### config.mk
export PLATFORM = sky130hd
export DESIGN_NAME = qspi_flash_sequencer
export DESIGN_NICKNAME = d
export VERILOG_FILES = /design/src/rtl/qspi_pkg.sv /design/src/rtl/qspi_flash_sequencer.sv
export SDC_FILE = /design/constraint.sdc
export NUM_CORES = 1
export LEC_CHECK = 0
export CAP_MARGIN = 20
export CORE_ASPECT_RATIO = 0.6
export CORE_MARGIN = 1
export CORE_UTILIZATION = 50
export DETAILED_ROUTE_END_ITERATION = 16
export GPL_ROUTABILITY_DRIVEN = 1
export GPL_TIMING_DRIVEN = 0
export PLACE_DENSITY = 0.8
export SLEW_MARGIN = 10
export SYNTH_ARGS = -nofsm -noshare
export SYNTH_HDL_FRONTEND = slang
export SYNTH_SLANG_ARGS = --single-unit
### constraint.sdc
create_clock -name clk -period 4.5 [get_ports clk]
set_input_delay 0.9 -clock clk [delete_from_list [all_inputs] [get_ports clk]]
set_output_delay 0.9 -clock clk [all_outputs]
set_load 0.005 [all_outputs]
### src/rtl/qspi_pkg.sv
// rtl/qspi_pkg.sv - shared types and flash opcodes for the quad-SPI sequencer
package qspi_pkg;

    typedef enum logic [2:0] {
        IDLE,
        SETUP,
        CMD,
        ADDR,
        DUMMY,
        DATA,
        GAP
    } seq_state_t;

    typedef enum logic {
        SUB_ISSUE,
        SUB_WAIT
    } sub_state_t;

    localparam logic [7:0] CMD_WREN  = 8'h06;
    localparam logic [7:0] CMD_QREAD = 8'h6B;
    localparam logic [7:0] CMD_QPP   = 8'h32;
    localparam logic [7:0] CMD_RDSR  = 8'h05;

endpackage

### src/rtl/qspi_flash_sequencer.sv
// rtl/qspi_flash_sequencer.sv - splits a flash command into byte-engine jobs and owns chip select
module qspi_flash_sequencer
    import qspi_pkg::*;
#(
    parameter int ADDR_BYTES  = 3,
    parameter int DUMMY_BYTES = 1,
    parameter int LEN_W       = 8,
    parameter int SETUP_CYC   = 1,
    parameter int GAP_CYC     = 2
) (
    input  logic             clk,
    input  logic             reset,
    input  logic             req_valid,
    output logic             req_ready,
    input  logic [7:0]       req_opcode,
    input  logic [31:0]      req_addr,
    input  logic             req_write,
    input  logic [LEN_W-1:0] req_len,
    input  logic             wr_valid,
    input  logic [7:0]       wr_data,
    output logic             wr_ready,
    output logic             rd_valid,
    output logic [7:0]       rd_data,
    output logic             done,
    output logic             busy,
    output logic             cs_n,
    output logic             eng_start,
    output logic [7:0]       eng_tx,
    input  logic [7:0]       eng_rx,
    input  logic             eng_done
);

    // One counter serves setup/gap timing, address/dummy bytes and data bytes.
    localparam int CW = (LEN_W > 4) ? LEN_W : 4;

    seq_state_t       state, state_d;
    sub_state_t       sub, sub_d;
    logic [CW-1:0]    cnt, cnt_d;
    logic [7:0]       op_q;
    logic [31:0]      addr_q;
    logic             wr_q;
    logic [LEN_W-1:0] len_q;
    logic [7:0]       tx_q;
    logic [7:0]       addr_byte;
    logic             accept, finish, rd_cap;

    assign req_ready = (state == IDLE);
    assign busy      = (state != IDLE);

    always_comb begin
        state_d   = state;
        sub_d     = sub;
        cnt_d     = cnt;
        accept    = 1'b0;
        finish    = 1'b0;
        rd_cap    = 1'b0;
        eng_start = 1'b0;
        wr_ready  = 1'b0;
        eng_tx    = tx_q;
        addr_byte = 8'(addr_q >> {cnt[2:0] - 3'd1, 3'b000});
        case (state)
            IDLE: begin
                if (req_valid) begin
                    accept  = 1'b1;
                    state_d = SETUP;
                    cnt_d   = CW'(SETUP_CYC);
                end
            end
            SETUP: begin
                if (cnt == CW'(1)) begin
                    state_d = CMD;
                    sub_d   = SUB_ISSUE;
                    cnt_d   = CW'(1);
                end else begin
                    cnt_d = cnt - CW'(1);
                end
            end
            GAP: begin
                if (cnt == CW'(1)) state_d = IDLE;
                else               cnt_d   = cnt - CW'(1);
            end
            default: begin
                if (sub == SUB_ISSUE) begin
                    case (state)
                        CMD:     eng_tx = op_q;
                        ADDR:    eng_tx = addr_byte;
                        default: eng_tx = 8'h00;
                    endcase
                    if (state == DATA && wr_q) begin
                        wr_ready  = wr_valid;
                        eng_start = wr_valid;
                        eng_tx    = wr_data;
                    end else begin
                        eng_start = 1'b1;
                    end
                    if (eng_start) sub_d = SUB_WAIT;
                end else if (eng_done) begin
                    rd_cap = (state == DATA) && !wr_q;
                    sub_d  = SUB_ISSUE;
                    // Last byte of a phase: pick the next non-empty phase.
                    if (cnt != CW'(1)) begin
                        cnt_d = cnt - CW'(1);
                    end else if (state == CMD && ADDR_BYTES > 0) begin
                        state_d = ADDR;
                        cnt_d   = CW'(ADDR_BYTES);
                    end else if ((state == CMD || state == ADDR) && !wr_q && DUMMY_BYTES > 0) begin
                        state_d = DUMMY;
                        cnt_d   = CW'(DUMMY_BYTES);
                    end else if (state != DATA && len_q != '0) begin
                        state_d = DATA;
                        cnt_d   = CW'(len_q);
                    end else begin
                        finish  = 1'b1;
                        state_d = GAP;
                        cnt_d   = CW'(GAP_CYC);
                    end
                end
            end
        endcase
    end

    always_ff @(posedge clk or negedge reset) begin
        if (!reset) begin
            state    <= IDLE;
            sub      <= SUB_ISSUE;
            cnt      <= '0;
            op_q     <= 8'h00;
            addr_q   <= 32'h0;
            wr_q     <= 1'b0;
            len_q    <= '0;
            tx_q     <= 8'h00;
            cs_n     <= 1'b1;
            done     <= 1'b0;
            rd_valid <= 1'b0;
            rd_data  <= 8'h00;
        end else begin
            state    <= state_d;
            sub      <= sub_d;
            cnt      <= cnt_d;
            done     <= finish;
            rd_valid <= rd_cap;
            if (rd_cap)    rd_data <= eng_rx;
            if (eng_start) tx_q    <= eng_tx;
            if (accept) begin
                op_q   <= req_opcode;
                addr_q <= req_addr;
                wr_q   <= req_write;
                len_q  <= req_len;
                cs_n   <= 1'b0;
            end else if (finish) begin
                cs_n <= 1'b1;
            end
        end
    end

endmodule

[Word-level counts from Yosys, hierarchy flattened]
Index checks and enable logic that the tools add are counted.
Word-level totals
  word-level logic and storage cells: 97
  output and inout port bits: 23
  input port bits: 70
  register bits: 80
Cells by class
  muxes and demuxes: 51
  bitwise gates (word level): 1
  shifts and indexed selects: 1
  add/subtract/negate cells: 2
  reduce and logical (&&, ||, !) cells: 17
  equality and inequality tests: 13
Operators with widths (count)
  2-to-1 mux 8 bit: 12
  >> shifter 32 x 6 -> 8 bit: 1
  2-to-1 mux 1 bit: 26
  case mux 8 bit (3 select lines): 1
  2-to-1 mux 3 bit: 7
  case mux 8 bit (2 select lines): 1
  case mux 3 bit (3 select lines): 1
  equality test 8 x 1 -> 1 bit (second input constant): 1
  != test 2 bit (second input constant): 4
  != test 8 x 1 -> 1 bit (second input constant): 1
  nonzero test 4 bit: 2
  nonzero test 8 bit: 1
  subtractor 8 x 1 -> 8 bit (second input constant): 1
  equality test 3 x 2 -> 1 bit (second input constant): 2
  equality test 3 bit (second input constant): 2
  AND reduction 6 bit: 1
  logical AND 1 bit: 4
  2-to-1 mux 2 bit: 2
  != test 4 x 2 -> 1 bit (second input constant): 1
  AND reduction 4 bit: 1
  equality test 3 x 1 -> 1 bit (second input constant): 1
  logical NOT 3 bit: 1
  != test 3 bit (second input constant): 1
  nonzero test 3 bit: 1
  other kinds (9): 9

[Logic depth before layout (Yosys ltp)]
  depth in word-level cells: 11
  gate-level depth with buffers: 9
  depth with buffers taken out: 7

[Worst setup path after synthesis]
OpenSTA, ideal clock, no wires.
  kind: reg2out
  from: register cnt[0]
  to: output port eng_tx[0]
  required time: 3.600 ns
  data arrival time: 2.372 ns
  setup slack: 1.228 ns
  stages on the path, launching flop included: 8
  path through: dfrtp_1 buf_1 inv_1 ha_1 clkbuf_1 mux4_2 a222oi_1 a21oi_1
Between the ends
  longest elaborated chain between the ends: 6
Ends and longest elaborated chain
  start, declared: RTL line qspi_flash_sequencer.sv:38  | logic [CW-1:0] cnt, cnt_d;
  start signal, assigned: RTL line qspi_flash_sequencer.sv:139  | cnt <= cnt_d;
  subtractor 3 x 1 -> 3 bit: RTL line qspi_flash_sequencer.sv:60  | addr_byte = 8'(addr_q >> {cnt[2:0] - 3'd1, 3'b000});
  >> shifter 32 x 6 -> 8 bit: RTL line qspi_flash_sequencer.sv:60
  case mux 8 bit (2 select lines): RTL line qspi_flash_sequencer.sv:84  | case (state)
  2-to-1 mux 8 bit: RTL line qspi_flash_sequencer.sv:89  | if (state == DATA && wr_q) begin
  2-to-1 mux 8 bit: RTL line qspi_flash_sequencer.sv:83  | if (sub == SUB_ISSUE) begin
  2-to-1 mux 8 bit: RTL line qspi_flash_sequencer.sv:61  | case (state)
  end, declared: RTL line qspi_flash_sequencer.sv:28  | output logic [7:0] eng_tx,
No other way between the ends.

[Final worst setup path]
  from: register cnt[0]
  to: output port eng_tx[5]
Same word-level chain as after synthesis.

==> metrics <==
register area share after synthesis 49.8%; Routed Antenna Nets 0; WP data arrival about 3.3 ns; syn nets ~410; share of layout cells above drive strength 1 between 20% and 30%; Area growth, synth to finish 34.6%; worst-path fanout max 10; Syn Std Cell Area slightly above 4000 sq um; Unique masters post-synth 57; Vias/cell 5.99; RSZ-0062 raised after global routing false; Routed wire per std cell about 19 um; DR iter-0 viols between 200 and 300; internal power between 0.002 and 0.003 W; Comb power frac about half; first-pass GRT wire length between 15000 and 20000 um; P_leak between 2 and 2.5 nW; Post-synth EDFFs 0; Required @ worst endpoint roughly 3.6 ns; root buffer cell clkbuf_16; CTS Buf Count 9; die height between 70 and 80 um; Final Max Tran Viols 0; final setup fails 0; largest net degree at the start of global routing between 60 and 70; Seq pwr share roughly 32%; PwrDens ~740 nW/um^2; Reg clk slew, reported paths approximately 0.060 ns; max frequency about 240 MHz; grt ovf 0; Final Hold Vio Count 0; n_diodes 0; Post-CTS Setup Inserts 0; register bit total from synthesis 80; Hold WS between 0.4 and 0.5 ns; die area between 8000 and 9000 sq um; later-pin clock latency in the skew report 0.34 ns; CTS max path bufs 2; worst-margin pin slew about 0.66 ns; period utilization 92.6%; Starting Density between 50% and 60%; CP startpoint kind flop; Syn. warnings 0; Tmin final between 4 and 5 ns; HP Class input port to asynchronous set/reset pin; vias in the first global route 3156; Routed Wire Length approximately 11000 um; htree depth 3; initial antenna violation count 0; clock sinks 80; switching share of power 36.7%; Slew headroom 55.9%; die width about 120 um; NetSw around 0.0015 W; core area around 7500 sq um; IO Count 93; CP Class flop to output pin; commonest non-fill, non-tap cell in the layout clkdlybuf4s50_1; status complete, no violations; ys async rst share 100%; TNS Setup 0 ns; Hold Buf Count CTS 0; Rows 24; Main synth FF type dfrtp_1; synthesized instance count approximately 340; RD Place Congestion 0.945; Max Cap Violations 0; Layout Nets around 520; TritonCTS clock tree yes; I/O Buffers between 90 and 100; commonest non-fill, non-tap cells in the layout 91 x clkdlybuf4s50_1, 79 x dfrtp_1, 58 x mux2_2; Clock Power Share 19.2%; Total GRT Usage 27.0%; TritonRoute pass-1 iters 6; syn avg cell area between 10 and 15 sq um; Clock Skews between 0.006 and 0.007 ns; post-route DRC violation count 0; Fillers approximately 550; Worst IR Drop VDD 0.318 mV; vias between 3000 and 4000; HPWL Detailed ~7700 um; Setup crit end kind output pin
[power by group through the flow]
stage                     clock network [W]  logic (W)  registers (W)
after floorplan                           0    0.00128        0.00122
after global placement                    0    0.00184        0.00127
after detailed placement                  0    0.00190        0.00130
after CTS                          0.000780    0.00193        0.00129
after global routing               0.000812    0.00211        0.00133
final                              0.000772    0.00196        0.00129
[cells by family after synthesis]
kind of cell             Yosys count  synth area share (%)
buffers and inverters             31                  3.27
flip-flops                        80                  49.8
multiplexers                      67                  21.0
AO/OA/AOI/OAI                     75                  13.7
XOR/XNOR                           2                 0.436
AND/OR/NAND/NOR                   84                  11.2
adder cells (fa/ha/maj)            2                 0.622
[metal layers]
| metal | global-route usage, % | vias up | routed length, um |
|---|---|---|---|
| met5 | 0 | - | 0 |
| met1 | 39.6 | 1632 | 4990 |
| li1 | - | 1491 | - |
| met4 | 7.83 | 0 | 167 |
| met3 | 9.08 | 17 | 1000 |
| met2 | 38.0 | 181 | 4490 |
[flip-flops by register name, summed over array words and instances (netlist names), named ones only]
name      cells
addr_q       32
rd_data       8
cnt           8
len_q         8
cs_n          1
op_q          8
rd_valid      1
sub           1
tx_q          8
state         2
done          1
wr_q          1
[critical path: stages, from the launching register on]
cell             delay [ns]
dfrtp_1                0.39
buf_2                  0.32
inv_1                  0.13
ha_1                   0.32
clkbuf_2               0.30
mux4_2                 0.39
a222oi_1               0.45
a21oi_1                0.14
clkdlybuf4s50_1        0.49
[synthesized netlist by cell type, types with 3 or more instances]
library cell  count  area, sq um
a222oi_1          8         80.1
nor3_1            5         25.0
clkbuf_1         14         52.6
o21ai_1           3         15.0
a21oi_1          16         80.1
mux2_2           58          653
o31ai_1           3         22.5
or3_1             3         18.8
nor2_1           19         71.3
nand2_1          24         90.1
inv_1             8         30.0
nor2b_1           3         18.8
buf_2             6         30.0
nor4_1            6         37.5
o21ai_0          16         80.1
a22o_1            4         35.0
nand3_1           5         25.0
dfrtp_1          79         1980
mux4_2            8          180
[path summary, 6_finish.rpt]
check | slack [ns] | cells past startpoint | start | endpoint
setup / recovery | 0.33 | 8 | cnt[0] | eng_tx[5]
hold / removal | 0.44 | 1 | reset | done
setup reg to reg | 1.89 | 7 | cnt[0] | tx_q[1]
hold reg to reg | 0.49 | 2 | tx_q[1] | tx_q[1]
max in group asynchronous | 3.46 | 2 | reset | addr_q[4]
min in group clk | 0.49 | 2 | tx_q[1] | tx_q[1]
[repair_timing]
item / CTS / global route
gates resized for setup: 1 / 2
pin swaps: 0 / 0
endpoints found under the setup margin: 8 / 7
gates cloned: 0 / 0
[stage by stage]
stage                     std cells  setup slack, ns  power (W)  cell area, sq um  util, %
final                           554            0.332    0.00402              5410     72.1
after global routing            554            0.151    0.00425              5410     72.1
after CTS                       554           0.0580    0.00400              5410     72.1
after detailed placement        538           0.0609    0.00320              5100     67.9
after global placement          537           -0.245    0.00311              5070     67.6
after floorplan                 341             1.23    0.00251              4020        -
[final cells by class]
| cell class | count | area (sq um) | share of cell area [%] |
|---|---|---|---|
| inverter | 8 | 30.0 | 0.555 |
| multi-input combinational | 230 | 1890 | 34.8 |
| buffer | 23 | 104 | 1.92 |
| clock inverter | 5 | 81.3 | 1.50 |
| tap | 104 | 130 | 2.40 |
| timing repair buffer | 93 | 946 | 17.5 |
| clock buffer | 11 | 233 | 4.30 |
| sequential | 80 | 2000 | 37.0 |
No activity file was read; power rests on OpenSTA's default activity.
